**src/rtl/frame_stream_pkg.sv**
```systemverilog
// Shared types and constants for the frame streaming transmitter:
// FSM encoding, output FIFO depth, per-pixel flags and the read-credit rule.
package frame_stream_pkg;

  typedef enum logic [1:0] {
    ST_IDLE  = 2'd0,
    ST_RUN   = 2'd1,
    ST_DRAIN = 2'd2
  } state_e;

  localparam int FIFO_DEPTH = 2;

  typedef struct packed {
    logic sof;
    logic eol;
    logic eof;
  } px_flags_t;

  localparam int FLAGS_W = $bits(px_flags_t);

  // A read may go out only if every pixel already in flight (stored or on the
  // memory bus) still has a FIFO slot once this cycle's pop has been taken.
  function automatic logic credit_ok(input logic [1:0] occ,
                                     input logic       pend,
                                     input logic       pop);
    logic [2:0] used;
    used = {1'b0, occ} + {2'b00, pend} - {2'b00, pop};
    return used < 3'(FIFO_DEPTH);
  endfunction

endpackage

```
**src/rtl/stream_skid_fifo.sv**
```systemverilog
// Two-entry output FIFO holding pixel data plus frame flags; the head entry
// stays put while the consumer stalls, and push+pop together keep occupancy.
module stream_skid_fifo
  import frame_stream_pkg::*;
#(
  parameter int W = 8
) (
  input  logic         clk,
  input  logic         rst_n,
  input  logic         push_i,
  input  logic [W-1:0] push_data_i,
  input  logic         pop_i,
  output logic         valid_o,
  output logic [W-1:0] data_o,
  output logic [1:0]   count_o
);

  localparam logic [1:0] DEPTH_C = 2'(FIFO_DEPTH);

  logic [W-1:0] mem_q [FIFO_DEPTH];
  logic         rd_ptr_q;
  logic         wr_ptr_q;
  logic [1:0]   count_q;
  logic [1:0]   count_d;
  logic         pop_fire;
  logic         push_fire;

  assign pop_fire  = pop_i && (count_q != 2'd0);
  assign push_fire = push_i && ((count_q < DEPTH_C) || pop_fire);

  always_comb begin
    count_d = count_q;
    case ({push_fire, pop_fire})
      2'b10:   count_d = count_q + 2'd1;
      2'b01:   count_d = count_q - 2'd1;
      default: count_d = count_q;
    endcase
  end

  always_ff @(posedge clk or negedge rst_n) begin
    if (!rst_n) begin
      mem_q[0] <= '0;
      mem_q[1] <= '0;
      rd_ptr_q <= 1'b0;
      wr_ptr_q <= 1'b0;
      count_q  <= 2'd0;
    end else begin
      if (push_fire) begin
        mem_q[wr_ptr_q] <= push_data_i;
        wr_ptr_q        <= ~wr_ptr_q;
      end
      if (pop_fire) begin
        rd_ptr_q <= ~rd_ptr_q;
      end
      count_q <= count_d;
    end
  end

  assign valid_o = (count_q != 2'd0);
  assign data_o  = mem_q[rd_ptr_q];
  assign count_o = count_q;

endmodule

```
**src/rtl/frame_stream_tx.sv**
```systemverilog
// Frame streaming transmitter: walks a frame buffer in raster order, reads it
// one pixel per cycle under FIFO credit control, and streams pixels with flags.
module frame_stream_tx
  import frame_stream_pkg::*;
#(
  parameter int DATA_WIDTH = 8,
  parameter int ADDR_WIDTH = 32,
  parameter int LINE_CNT   = 12
) (
  input  logic                  clk,
  input  logic                  rst_n,
  input  logic                  start_i,
  input  logic [LINE_CNT-1:0]   h_size_i,
  input  logic [LINE_CNT-1:0]   v_size_i,
  input  logic [ADDR_WIDTH-1:0] base_addr_i,
  output logic                  mem_rd_en_o,
  output logic [ADDR_WIDTH-1:0] mem_rd_addr_o,
  input  logic [DATA_WIDTH-1:0] mem_rd_data_i,
  output logic                  valid_o,
  input  logic                  ready_i,
  output logic [DATA_WIDTH-1:0] data_o,
  output logic                  sof_o,
  output logic                  eol_o,
  output logic                  eof_o,
  output logic                  busy_o,
  output logic                  done_o,
  output logic [1:0]            dbg_state_o
);

  // Handshake: a pixel moves on every rising edge where valid_o && ready_i;
  // valid_o never waits for ready_i, and data/flags hold while stalled.

  localparam int FW = DATA_WIDTH + FLAGS_W;

  state_e                state_q;
  logic [LINE_CNT-1:0]   h_q;
  logic [LINE_CNT-1:0]   v_q;
  logic [LINE_CNT-1:0]   x_q;
  logic [LINE_CNT-1:0]   y_q;
  logic [LINE_CNT-1:0]   x_d;
  logic [LINE_CNT-1:0]   y_d;
  logic [ADDR_WIDTH-1:0] addr_q;
  logic [ADDR_WIDTH-1:0] addr_d;
  logic                  pend_q;
  px_flags_t             pend_flags_q;
  logic                  done_q;

  logic                  last_rd;
  logic                  issue;
  logic                  pop;
  px_flags_t             rd_flags;
  px_flags_t             head_flags;
  logic [DATA_WIDTH-1:0] head_data;
  logic                  fifo_valid;
  logic [FW-1:0]         fifo_head;
  logic [1:0]            fifo_count;

  always_comb begin
    last_rd      = (x_q == h_q) && (y_q == v_q);
    rd_flags.sof = (x_q == '0) && (y_q == '0);
    rd_flags.eol = (x_q == h_q);
    rd_flags.eof = last_rd;
    pop          = fifo_valid && ready_i;
    issue        = (state_q == ST_RUN) && credit_ok(fifo_count, pend_q, pop);
    addr_d       = addr_q + ADDR_WIDTH'(1);
    x_d          = x_q + LINE_CNT'(1);
    y_d          = y_q;
    if (x_q == h_q) begin
      x_d = '0;
      y_d = y_q + LINE_CNT'(1);
    end
  end

  always_ff @(posedge clk or negedge rst_n) begin
    if (!rst_n) begin
      state_q      <= ST_IDLE;
      h_q          <= '0;
      v_q          <= '0;
      x_q          <= '0;
      y_q          <= '0;
      addr_q       <= '0;
      pend_q       <= 1'b0;
      pend_flags_q <= '0;
      done_q       <= 1'b0;
    end else begin
      // Flags travel one cycle behind the read so they meet its data.
      pend_q       <= issue;
      pend_flags_q <= rd_flags;
      done_q       <= 1'b0;
      case (state_q)
        ST_IDLE: begin
          if (start_i) begin
            h_q     <= h_size_i;
            v_q     <= v_size_i;
            addr_q  <= base_addr_i;
            x_q     <= '0;
            y_q     <= '0;
            state_q <= ST_RUN;
          end
        end
        ST_RUN: begin
          if (issue) begin
            addr_q <= addr_d;
            x_q    <= x_d;
            y_q    <= y_d;
            if (last_rd) begin
              state_q <= ST_DRAIN;
            end
          end
        end
        ST_DRAIN: begin
          if (pop && head_flags.eof) begin
            state_q <= ST_IDLE;
            done_q  <= 1'b1;
          end
        end
        default: state_q <= ST_IDLE;
      endcase
    end
  end

  stream_skid_fifo #(
    .W (FW)
  ) u_fifo (
    .clk         (clk),
    .rst_n       (rst_n),
    .push_i      (pend_q),
    .push_data_i ({pend_flags_q, mem_rd_data_i}),
    .pop_i       (ready_i),
    .valid_o     (fifo_valid),
    .data_o      (fifo_head),
    .count_o     (fifo_count)
  );

  assign head_data     = fifo_head[DATA_WIDTH-1:0];
  assign head_flags    = fifo_head[FW-1:DATA_WIDTH];

  assign mem_rd_en_o   = issue;
  assign mem_rd_addr_o = addr_q;
  assign valid_o       = fifo_valid;
  assign data_o        = head_data;
  assign sof_o         = head_flags.sof;
  assign eol_o         = head_flags.eol;
  assign eof_o         = head_flags.eof;
  assign busy_o        = (state_q != ST_IDLE);
  assign done_o        = done_q;
  assign dbg_state_o   = state_q;

endmodule

```
**config.mk**
```make
export PLATFORM = sky130hd
export DESIGN_NAME = frame_stream_tx
export DESIGN_NICKNAME = d
export VERILOG_FILES = /design/src/rtl/frame_stream_pkg.sv /design/src/rtl/stream_skid_fifo.sv /design/src/rtl/frame_stream_tx.sv
export SDC_FILE = /design/constraint.sdc
export NUM_CORES = 1
export LEC_CHECK = 0
export ABC_CLOCK_PERIOD_IN_PS = 4100
export BUFFER_PORTS_ARGS = -buffer_cell sky130_fd_sc_hd__buf_2
export CORE_ASPECT_RATIO = 0.5
export CORE_MARGIN = 2
export CORE_UTILIZATION = 37
export CTS_CLUSTER_DIAMETER = 60
export DETAILED_ROUTE_END_ITERATION = 6
export PLACE_DENSITY = 0.6
export SLEW_MARGIN = 40
export SYNTH_ARGS = -nofsm -noshare
export SYNTH_HDL_FRONTEND = slang
export SYNTH_SLANG_ARGS = --single-unit
```
**constraint.sdc**
```tcl
create_clock -name clk -period 4.1 [get_ports clk]
set_input_delay 0.205 -clock clk [delete_from_list [all_inputs] [get_ports clk]]
set_output_delay 0.205 -clock clk [all_outputs]
set_load 0.02 [all_outputs]
```
## Word-level counts from Yosys, hierarchy flattened

Cells that the tools add are included.

| cells by class | value |
|---|---|
| add/subtract/negate cells | 7 |
| multiply operators | 0 |
| divide/modulo/power cells | 0 |
| order comparisons | 5 |
| eq/ne operators | 11 |
| shifts and indexed selects | 0 |
| mux-type cells | 24 |
| bitwise gates (word level) | 4 |
| reductions and logical operators | 19 |

Operator list:

| kind | count |
|---|---|
| 32-bit 2-to-1 mux | 2 |
| 32-bit one-hot mux with 2 select lines | 1 |
| 12-bit 2-to-1 mux | 5 |
| 12-bit one-hot mux with 2 select lines | 2 |
| 11-bit 2-to-1 mux | 4 |
| 32-bit by 1-bit adder with 32-bit output (second input constant) | 1 |
| 12-bit by 1-bit adder with 12-bit output (second input constant) | 2 |
| 12-bit == test | 2 |
| 12-bit logical NOT | 2 |
| 22-bit bitwise mux | 1 |
| 11-bit demux with 1-bit select | 1 |
| 2-bit != test (second input constant) | 5 |
| 2-bit 2-to-1 mux | 4 |
| 4-bit AND reduction | 2 |
| 2-bit nonzero test | 4 |
| 1-bit logical AND | 7 |
| 2-bit one-hot mux with 3 select lines | 1 |
| 2-bit by 1-bit == test with 1-bit output (second input constant) | 2 |
| 2-bit == test (second input constant) | 2 |
| 2-bit greater-or-equal comparator (second input constant) | 2 |
| 1-bit inverter with 2-bit output | 2 |
| 2-bit one-hot mux with 2 select lines | 1 |
| 2-bit by 1-bit adder with 3-bit output | 1 |
| 3-bit by 2-bit less-than comparator with 1-bit output (second input constant) | 1 |
| 11 further kinds | 13 |

| word-level totals | value |
|---|---|
| register bits after elaboration | 113 |
| bits in latches | 0 |
| RAM bits | 0 |
| memory bits (read-only) | 0 |
| input bits | 68 |
| output and inout bits | 49 |
| word-level logic and storage cells | 86 |
| memories kept | 0 |

## Depth between registers and ports, before layout

Gate-level depths: netlist (run 1).

| depth | value |
|---|---|
| depth after elaboration | 7 |
| depth in mapped cells | 13 |
| depth with buffers taken out | 12 |

## By module

From an unflattened synthesis (run 1), not the netlist that was laid out.

| second synthesis, totals | value |
|---|---|
| cells, all modules | 646 |
| area total of the unflattened synthesis | 6125.9 sq um |

By module, submodules not included:

| module | instances | cells each | area each (sq um) | sequential area each (sq um) |
|---|---|---|---|---|
| frame_stream_tx | 1 | 571 | 4894.7 | 2177.1 |
| stream_skid_fifo | 1 | 75 | 1231.2 | 650.6 |

## Worst setup path after synthesis (run 1)

No wires, ideal clock.

| timing path | value |
|---|---|
| path type | flip-flop to flip-flop |
| start | reg u_fifo.count_q[0], in the netlist u_fifo.count_o[0] |
| end | reg addr_q[7], in the netlist mem_rd_addr_o[7] |
| library setup time | 116 ps |
| arrival time | 2926 ps |
| required time | 3984 ps |
| slack | 1059 ps |
| stages on the path, launching flop included | 13 |
| buffers on the path | 2 |
| period minus slack after synthesis | 3041 ps |
| cell sequence | dfrtp_1 or2_2 nand2_1 inv_1 ha_1 nand2b_1 fa_1 xnor2_1 a31oi_1 buf_2 clkbuf_1 o21ai_0 o311ai_0 |

| on the way | value |
|---|---|
| longest elaborated chain between the ends | 7 |
| elaborated cells on any way between the ends | 8 |
| those cells by class | add/sub: 2; order compare: 1; eq/ne: 1; reduce/logical: 4 |

RTL lines:

| item | line | RTL |
|---|---|---|
| start, declared | stream_skid_fifo.sv:23 | `logic [1:0] count_q;` |
| start signal, assigned | stream_skid_fifo.sv:55 | `count_q <= count_d;` |
| 2-bit nonzero test | stream_skid_fifo.sv:59 | `assign valid_o = (count_q != 2'd0);` |
| named net valid_o | frame_stream_tx.sv:19 | `output logic valid_o,` |
| 1-bit logical AND | frame_stream_tx.sv:63 | `pop = fifo_valid && ready_i;` |
| named net pop | frame_stream_tx.sv:50 | `logic pop;` |
| 3-bit by 1-bit subtractor with 3-bit output | frame_stream_pkg.sv:27 | `used = {1'b0, occ} + {2'b00, pend} - {2'b00, pop};` |
| 3-bit by 2-bit less-than comparator with 1-bit output | frame_stream_pkg.sv:28 | `return used < 3'(FIFO_DEPTH);` |
| 1-bit logical AND | frame_stream_tx.sv:64 | `issue = (state_q == ST_RUN) && credit_ok(fifo_count, pend_q, pop);` |
| 2-bit != test (no line) | n/a |  |
| 3-bit AND reduction (no line) | n/a |  |
| end signal, assigned | frame_stream_tx.sv:95 | `addr_q <= base_addr_i;` |
| end signal, assigned | frame_stream_tx.sv:103 | `addr_q <= addr_d;` |
| end, declared | frame_stream_tx.sv:42 | `logic [ADDR_WIDTH-1:0] addr_q;` |

The timed path passes the listed nets, and every way through them passes these cells.
A chain may end at the register's enable or synchronous reset.

## Worst setup path after layout (run 1)

| timing path | value |
|---|---|
| start | reg u_fifo.count_q[0], in the netlist u_fifo.count_o[0] |
| end | reg y_q[11] |

| on the way | value |
|---|---|
| longest elaborated chain between the ends | 7 |
| elaborated cells on any way between the ends | 8 |
| those cells by class | add/sub: 2; order compare: 1; eq/ne: 1; reduce/logical: 4 |

RTL lines:

| item | line | RTL |
|---|---|---|
| 2-bit nonzero test | stream_skid_fifo.sv:59 |  |
| 1-bit logical AND | frame_stream_tx.sv:63 |  |
| named net pop | frame_stream_tx.sv:50 |  |
| 3-bit by 1-bit subtractor with 3-bit output | frame_stream_pkg.sv:27 |  |
| 3-bit by 2-bit less-than comparator with 1-bit output | frame_stream_pkg.sv:28 |  |
| 1-bit logical AND | frame_stream_tx.sv:64 |  |
| 2-bit != test (no line) | n/a |  |
| 4-bit AND reduction (no line) | n/a |  |
| end signal, assigned | frame_stream_tx.sv:105 | `y_q <= y_d;` |
| end, declared | frame_stream_tx.sv:39 | `logic [LINE_CNT-1:0] y_q;` |

The timed path passes the listed nets, and every way through them passes these cells.

==> results_dict.tcl, run 1 <==
set metrics [dict create \
    yosysTopAreaCellShare_pct 46.83 \
    synth_warnings 0 \
    crit_type "reg2reg" \
    synth_area_um2 6038 \
    finalMaxSlewViolations 0 \
    crit_fanout 25 \
    status "completed" \
    ant_nets 0 \
    fin_worst_skew_ns 0.007157 \
    syn2layout_area_growth_pct 26.01 \
    grt_pass1_wl_um 26730 \
    worst_slew_margin_rel_pct 48.44 \
    synth_commonest_cells "nand2_1 (117), dfrtp_1 (113), nor2_1 (40), mux2_2 (34), xor2_1 (32)" \
    final_core_util_pct 48.48 \
    fin_cells 993 \
    gp_congestion 0.8471 \
    ys_ff_latch 113 \
    grt_max_degree 54 \
    maxCapViolations 0 \
    placementRows 32 \
    drt-total-wl_um 16620 \
    yosysTopAreaCell "dfrtp_1" \
    cts_tree "built" \
    fp.dieH_um 94.33 \
    clkTransAtPathRegs_ns 0.05 \
    place_ws_ns 0.5907 \
    period_needed_ns 3.584 \
    dominantRegCellSynth "dfrtp_1" \
    synth.area.top_cells "dfrtp_1 (47%), nand2_1 (7.3%), mux2_2 (6.3%)" \
    avgSynthCellArea_um2 9.569 \
    clock-root-buffer "clkbuf_16" \
    vdd_drop_max_uv 417.0 \
    start_util_pct 38.47 \
    clock_tree.buffer_depth 2 \
    synthArstFlopShare_pct 100.0 \
    grt.total_usage_pct 19.81 \
    leakagePower_nw 3.593 \
    setup_ws_ns 0.5158 \
    io_pins 117 \
    p_per_area_nw_per_um2 714.0 \
    worstMarginPinSlew_ns 0.7734 \
    setup_violations 0 \
    synth_cell_types 65 \
    grt_remaining_overflow 0 \
    cts_resized 0 \
    yosysMostFrequentCell "nand2_1" \
    clock-sinks 113 \
    core_area_um2 15700 \
    drive_gt1_share_pct 27.20 \
    hold_class "in2reg" \
    dr.pass1.iters 5 \
    via_per_inst 5.360 \
    antenna_found_initial 0 \
    worstSetupStartpointType "register" \
    power_mw 5.432 \
    grt_setup_unrepaired "false" \
    r2r-start "u_fifo.count_o[0]" \
    fmax_mhz 279.0 \
    synth_nets 707 \
    synth_edf_count 0 \
    period_share_pct 87.42 \
    synth_seq_area_share_pct 46.83 \
    port_buffers 116 \
    critPathLaunch "u_fifo.count_o[0]" \
    required_ns 4.43 \
    clk_latency_ns 0.41 \
    hold_start "h_size_i[9]" \
    cp.arrival_ns 3.92 \
    avgRoutedWirePerCell_um 16.74 \
    drcViolationCount 0 \
    dp.cells 943 \
    drt_iter0_drc 420 \
    die_w_um 184.7 \
    antenna_cells 0 \
    placed_area_um2 6850 \
    final.setup.tns_ns 0 \
    whs_ns 0.006401 \
    end_kind "register" \
    grt_pass1_vias 5082 \
    die_area_um2 17420 \
    final_nets 837 \
    post_cts_buffers 0 \
    htree_levels 4 \
    finalHoldViolCount 0 \
    num_vias 5322 \
    stdcell_area_um2 7609 \
    dp_hpwl_um 11680 \
    cts_buffers 17 \
    synthCells 631 \
]
power breakdown:
part | internal [mW] | switching [mW]
Clock | 0.903 | 0.502
Combinational | 0.839 | 1.29
Sequential | 1.48 | 0.420
worst max-delay path: stages, from the launching register on:
cell	delay [ns]
dfrtp_1	0.41
or2_2	0.32
nand2_1	0.11
inv_1	0.09
ha_1	0.29
nand2b_1	0.15
fa_1	0.38
xnor2_1	0.37
a31o_2	0.63
nand4_1	0.23
or3_1	0.35
a21oi_1	0.15
repair_timing:
| item | 4_1_cts | 5_1_grt |
|---|---|---|
| hold endpoints to repair | 70 | 0 |
| setup endpoints to repair | 0 | 0 |
| hold buffers | 20 | 0 |
cells in the final DEF (no fill, tap or decap), types with 19 or more instances in the layout:
| cell type | n |
|---|---|
| a21oi_1 | 22 |
| dlygate4sd3_1 | 20 |
| nand2_1 | 117 |
| xor2_1 | 32 |
| nand3_1 | 19 |
| mux2_2 | 34 |
| dfrtp_1 | 113 |
| o21ai_0 | 22 |
| nand4_1 | 20 |
| buf_2 | 115 |
| nor2_1 | 39 |
layer usage:
metal | wire (um) | global-route usage, %
met5 | 0 | 0
met1 | 8101 | 28.33
met3 | 887 | 3.664
met2 | 7459 | 30.73
met4 | 176 | 6.019
flip-flops by register name, indices dropped and copies added, names as in the netlist:
| name | cells |
|---|---|
| done_o | 1 |
| u_fifo.wr_ptr_q | 1 |
| v_q | 12 |
| pend_q | 1 |
| u_fifo.rd_ptr_q | 1 |
| mem_rd_addr_o | 32 |
| x_q | 12 |
| u_fifo.mem_q | 22 |
| dbg_state_o | 2 |
| u_fifo.count_o | 2 |
| pend_flags_q | 3 |
| h_q | 12 |
| y_q | 12 |
path summary, 6_finish.rpt:
kind,endpoint,slack [ns],depth (start not counted)
setup / recovery,y_q[11],0.52,11
hold / removal,h_q[9],0.006,3
setup reg to reg,y_q[11],0.52,11
hold reg to reg,v_q[8],0.50,2
max in group asynchronous,mem_rd_addr_o[13],2.79,3
min in group asynchronous,h_q[7],0.38,2
cell families (layout without fill, tap and decap cells):
| logic type | count (synthesis) | count (layout) | synth area share [%] |
|---|---|---|---|
| fa+ha+maj | 8 | 8 | 1.782 |
| mux | 37 | 37 | 6.838 |
| xor+xnor | 39 | 39 | 5.657 |
| flops | 113 | 113 | 46.83 |
| buf+inv | 54 | 195 | 3.688 |
| compound gates | 113 | 113 | 12.91 |
| simple gates | 267 | 267 | 22.30 |
layout make-up:
class                           instances  area (um^2)
Fill cell                            1518         8087
Multi-Input combinational cell        464         3013
Sequential cell                       113         2828
Timing Repair Buffer                  147        865.8
Clock buffer                           25        505.5
Tap cell                              221        276.5
Inverter                               18        67.56
Clock inverter                          5        52.55
(Power assumes the default switching activity.)
==> run 2, diff against run 1 <==
--- a/config.mk
+++ b/config.mk
@@ -6,13 +6,14 @@
 export NUM_CORES = 1
 export LEC_CHECK = 0
 export ABC_CLOCK_PERIOD_IN_PS = 4100
-export BUFFER_PORTS_ARGS = -buffer_cell sky130_fd_sc_hd__buf_2
+export BUFFER_PORTS_ARGS = -buffer_cell sky130_fd_sc_hd__buf_4
 export CORE_ASPECT_RATIO = 0.5
 export CORE_MARGIN = 2
 export CORE_UTILIZATION = 37
 export CTS_CLUSTER_DIAMETER = 60
 export DETAILED_ROUTE_END_ITERATION = 6
 export PLACE_DENSITY = 0.6
+export SKIP_LAST_GASP = 1
 export SLEW_MARGIN = 40
 export SYNTH_ARGS = -nofsm -noshare
 export SYNTH_HDL_FRONTEND = slang
==> results_dict.tcl, run 2 (same netlist as run 1, synthesis figures left out) <==
set metrics [dict create \
    antenna_cells 0 \
    clock-sinks 113 \
    clk_latency_ns 0.41 \
    htree_levels 4 \
    period_needed_ns 3.579 \
    final.setup.tns_ns 0 \
    post_cts_buffers 0 \
    fin_cells 997 \
    end_kind "register" \
    drive_gt1_share_pct 27.06 \
    drt_iter0_drc 424 \
    port_buffers 116 \
    fmax_mhz 279.4 \
    ant_nets 0 \
    syn2layout_area_growth_pct 32.86 \
    grt.total_usage_pct 19.76 \
    worstMarginPinSlew_ns 0.7758 \
    power_mw 5.776 \
    p_per_area_nw_per_um2 720.0 \
    final_common_cell "buf_4" \
    num_vias 5296 \
    worstSetupStartpointType "register" \
    gp_congestion 0.8138 \
    finalHoldViolCount 0 \
    die_area_um2 17420 \
    period_share_pct 87.29 \
    leakagePower_nw 3.721 \
    grt_setup_unrepaired "false" \
    drcViolationCount 0 \
    fin_worst_skew_ns 0.01076 \
    largest_reg_flops 32 \
    clock_tree.buffer_depth 2 \
    setup_violations 0 \
    required_ns 4.37 \
    drt-total-wl_um 16490 \
    busiest_layer "met2" \
    grt_remaining_overflow 0 \
    crit_fanout 25 \
    io_pins 117 \
    via_per_inst 5.312 \
    grt_max_degree 58 \
    die_w_um 184.7 \
    dr.pass1.iters 5 \
    use_met3_pct 3.278 \
    use_met2_pct 30.70 \
    status "completed" \
    avgRoutedWirePerCell_um 16.54 \
    cts_buffers 17 \
    dp.cells 941 \
    placementRows 32 \
    grt_pass1_wl_um 26820 \
    final_nets 841 \
    core_area_um2 15700 \
    antenna_found_initial 0 \
    hold_class "in2reg" \
    crit_type "reg2reg" \
    vdd_drop_max_uv 347.2 \
    cts_resized 0 \
    worst_slew_margin_rel_pct 48.28 \
    maxCapViolations 0 \
    cp.arrival_ns 3.85 \
    clock-root-buffer "clkbuf_16" \
    clkTransAtPathRegs_ns 0.05 \
    grt_util_met1_pct 28.40 \
    finalMaxSlewViolations 0 \
    final_cell_mix "buf_4 (124), nand2_1 (117), dfrtp_1 (113), nor2_1 (39), mux2_2 (34)" \
    cts_tree "built" \
    dp_hpwl_um 11480 \
    start_util_pct 38.47 \
    grt_pass1_vias 5160 \
    fp.dieH_um 94.33 \
]
## run 2: changes by cell type in the layout (fill, tap and decap cells not counted), sizes merged
cell | before | now
clkinvlp | 1 | 2
clkbuf | 25 | 20
bufinv | 1 | 5
buf | 127 | 125
dlygate4sd3 | 20 | 26
## run 2: repair_timing
| item | in CTS | in global routing |
|---|---|---|
| hold buffers | 26 | 0 |
| endpoints found under the setup margin | 0 | 0 |
| hold endpoints to repair | 80 | 0 |
## run 2: per-layer routing
metal,part of all wire [%],up-vias
met5,0,-
li1,-,2532
met4,1.2,0
met2,45,179
met3,5.4,19
met1,48,2566
## run 2: layout make-up
type / count / area, um^2
Clock buffer: 20 / 456.7
Clock inverter: 10 / 183.9
Fill cell: 1479 / 7672
Inverter: 18 / 67.56
Multi-Input combinational cell: 464 / 3008
Sequential cell: 113 / 2828
Tap cell: 221 / 276.5
Timing Repair Buffer: 151 / 1202
## run 2: path summary, 6_finish.rpt
check | slack [ns] | startpoint | cells after the start | end
worst max-delay path | 0.52 | u_fifo.count_o[0] | 12 | mem_rd_addr_o[24]
worst min-delay path | 0.02 | base_addr_i[14] | 3 | mem_rd_addr_o[14]
worst max register to register | 0.52 | u_fifo.count_o[0] | 12 | mem_rd_addr_o[24]
worst min register to register | 0.49 | pend_flags_q[2] | 1 | u_fifo.mem_q[10]
max in group asynchronous | 2.96 | rst_n | 3 | mem_rd_addr_o[28]
min in group asynchronous | 0.33 | rst_n | 2 | h_q[7]
## run 2: report_power, final
| part | leakage [nW] | switching [mW] | internal (mW) | total (mW) |
|---|---|---|---|---|
| Combinational | 1.98 | 1.28 | 0.964 | 2.24 |
| Clock | 0.308 | 0.524 | 1.10 | 1.63 |
| Sequential | 1.43 | 0.426 | 1.48 | 1.91 |
## run 2: stage by stage
step / hold slack (ns) / cell area, um^2 / util, % / setup WS (ns)
after floorplan: -0.09059 / 6038 / - / 1.059
after global placement: 0.3191 / 7107 / 45.28 / 0.7441
after detailed placement: 0.3229 / 7109 / 45.30 / 0.6493
after CTS: 0.008604 / 8010 / 51.04 / 0.6038
after global routing: 0.02248 / 8023 / 51.12 / 0.3295
final: 0.02484 / 8023 / 51.12 / 0.5211
## run 2: critical path: stages (launching register included)
cell and delay (ns):
dfrtp_1 0.42, or2_2 0.32, nand2_1 0.11, inv_1 0.08
ha_1 0.29, nand2b_1 0.16, fa_1 0.38, xnor2_1 0.38
a31o_2 0.61, buf_4 0.33, nand2_1 0.07, mux2i_1 0.19
a32oi_1 0.09
==> run 3, diff against run 2 <==
--- a/config.mk
+++ b/config.mk
@@ -12,7 +12,7 @@
 export CORE_UTILIZATION = 37
 export CTS_CLUSTER_DIAMETER = 60
 export DETAILED_ROUTE_END_ITERATION = 6
-export PLACE_DENSITY = 0.6
+export REMOVE_ABC_BUFFERS = 1
 export SKIP_LAST_GASP = 1
 export SLEW_MARGIN = 40
 export SYNTH_ARGS = -nofsm -noshare
==> results_dict.tcl, run 3 (same netlist as run 1, synthesis figures left out) <==
set metrics [dict create \
    status "completed" \
    gp_congestion 0.8083 \
    cts_resized 0 \
    clock-root-buffer "clkbuf_16" \
    num_vias 5270 \
    via_per_inst 5.270 \
    syn2layout_area_growth_pct 32.43 \
    drcViolationCount 0 \
    dp_hpwl_um 11170 \
    fp.dieH_um 94.33 \
    die_w_um 184.7 \
    placed_area_um2 7124 \
    vdd_drop_max_uv 367.2 \
    clk_latency_ns 0.41 \
    fmax_mhz 289.1 \
    cp_cell_sequence "or2_2 -> nand2_1 -> inv_1 -> ha_1 -> nand2b_1 -> fa_1 -> xnor2_1 -> a31oi_2 -> buf_4 -> nor2_1 -> mux2_2 -> a22o_1" \
    required_ns 4.40 \
    port_buffers 116 \
    rr_worst_depth 12 \
    io_pins 117 \
    cts_tree "built" \
    clkTransAtPathRegs_ns 0.06 \
    slowest_stage "a31oi_2" \
    final_nets 842 \
    end_kind "register" \
    worstSetupStartpointType "register" \
    largest_reg_flops 32 \
    crit_type "reg2reg" \
    finalMaxSlewViolations 0 \
    htree_levels 4 \
    slowest_delay_ns 0.61 \
    antenna_found_initial 0 \
    hold_class "in2reg" \
    crit_fanout 13 \
    fill_cells 1491 \
    p_per_area_nw_per_um2 716.7 \
    leakagePower_nw 3.718 \
    dr.pass1.iters 5 \
    grt_max_degree 55 \
    holdPathStages 3 \
    start_util_pct 38.47 \
    r2r-end "x_q[10]" \
    worst-path-buf-inv 2 \
    cts_buffers 17 \
    drt-total-wl_um 16240 \
    grt_pass1_vias 5284 \
    antenna_cells 0 \
    crit_family "compound AO/OA/AOI/OAI gates" \
    setup_violations 0 \
    whs_endpoint "h_q[1]" \
    drive_gt1_share_pct 27.60 \
    hold_start "h_size_i[1]" \
    grt_pass1_wl_um 26820 \
    core_area_um2 15700 \
    clock_tree.buffer_depth 2 \
    maxCapViolations 0 \
    r2r-start "u_fifo.count_o[0]" \
    grt_setup_unrepaired "false" \
    avgRoutedWirePerCell_um 16.24 \
    stdcell_area_um2 7996 \
    grt_remaining_overflow 0 \
    rrSetupSlack_ns 0.64 \
    cp.depth 12 \
    final_common_cell "buf_4" \
    worstMarginPinSlew_ns 0.7813 \
    final.setup.tns_ns 0 \
    drt_iter0_drc 286 \
    finalHoldViolCount 0 \
    period_needed_ns 3.459 \
    placementRows 32 \
    ant_nets 0 \
    clock-sinks 113 \
    cp.arrival_ns 3.76 \
    worst_slew_margin_rel_pct 47.92 \
    die_area_um2 17420 \
    final_cell_mix "buf_4 (127), nand2_1 (117), dfrtp_1 (113), nor2_1 (39), mux2_2 (34)" \
    period_share_pct 84.37 \
    grt.total_usage_pct 19.62 \
    fin_worst_skew_ns 0.01470 \
    post_cts_buffers 0 \
]
-- run 3: repair_timing --
action                                  4_1_cts  5_1_grt
endpoints found under the setup margin        0        0
endpoints found under the hold margin        76        0
hold buffers                                 25        0
-- run 3: worst max path at each step --
stage                            startpoint       to  slack (ns)
after floorplan              dbg_state_o[0]   y_q[9]        0.26
after global placement    u_fifo.count_o[1]  x_q[10]        0.75
after detailed placement  u_fifo.count_o[1]  x_q[10]        0.67
after CTS                 u_fifo.count_o[1]  x_q[10]        0.64
after global routing      u_fifo.count_o[1]  x_q[10]        0.46
final                     u_fifo.count_o[0]  x_q[10]        0.64
-- run 3: area by class of cell --
type / count / area (um^2) / share of cell area (%)
clock inverters: 15 / 196.4 / 2.457
well taps: 221 / 276.5 / 3.458
inverters: 18 / 67.56 / 0.8449
repair buffers: 152 / 1204 / 15.05
multi-input cells: 464 / 2999 / 37.51
clock buffers: 17 / 425.4 / 5.320
flip-flops and latches: 113 / 2828 / 35.36
-- run 3: worst reg2reg max path: stages, from the launching register on --
cell,delay [ns]
dfrtp_1,0.42
or2_2,0.32
nand2_1,0.10
inv_1,0.08
ha_1,0.28
nand2b_1,0.15
fa_1,0.38
xnor2_1,0.20
a31oi_2,0.61
buf_4,0.32
nor2_1,0.06
mux2_2,0.25
a22o_1,0.17
-- run 3: metal layers --
metal  GRT usage, %  share of wire (%)
met5              0                  0
met4          4.563               0.56
met3          4.242                4.5
met2          32.05                 47
met1          26.94                 48
-- run 3: stage by stage --
step	util [%]	std cells	power [mW]	hold slack, ns	setup slack, ns
2_1_floorplan	-	595	3.217	-0.09059	0.2619
3_3_place_gp	45.38	943	4.099	0.3110	0.7462
3_5_place_dp	45.39	943	4.161	0.3092	0.6655
4_1_cts	50.95	1000	5.761	0.005510	0.6440
5_1_grt	50.95	1000	6.089	0.006652	0.4566
6_report	50.95	1000	5.731	0.007510	0.6409
-- run 3: power breakdown --
group | total [mW] | internal, mW | switching (mW)
clock | 1.56 | 0.975 | 0.588
sequential | 1.90 | 1.48 | 0.418
combinational | 2.27 | 0.980 | 1.29
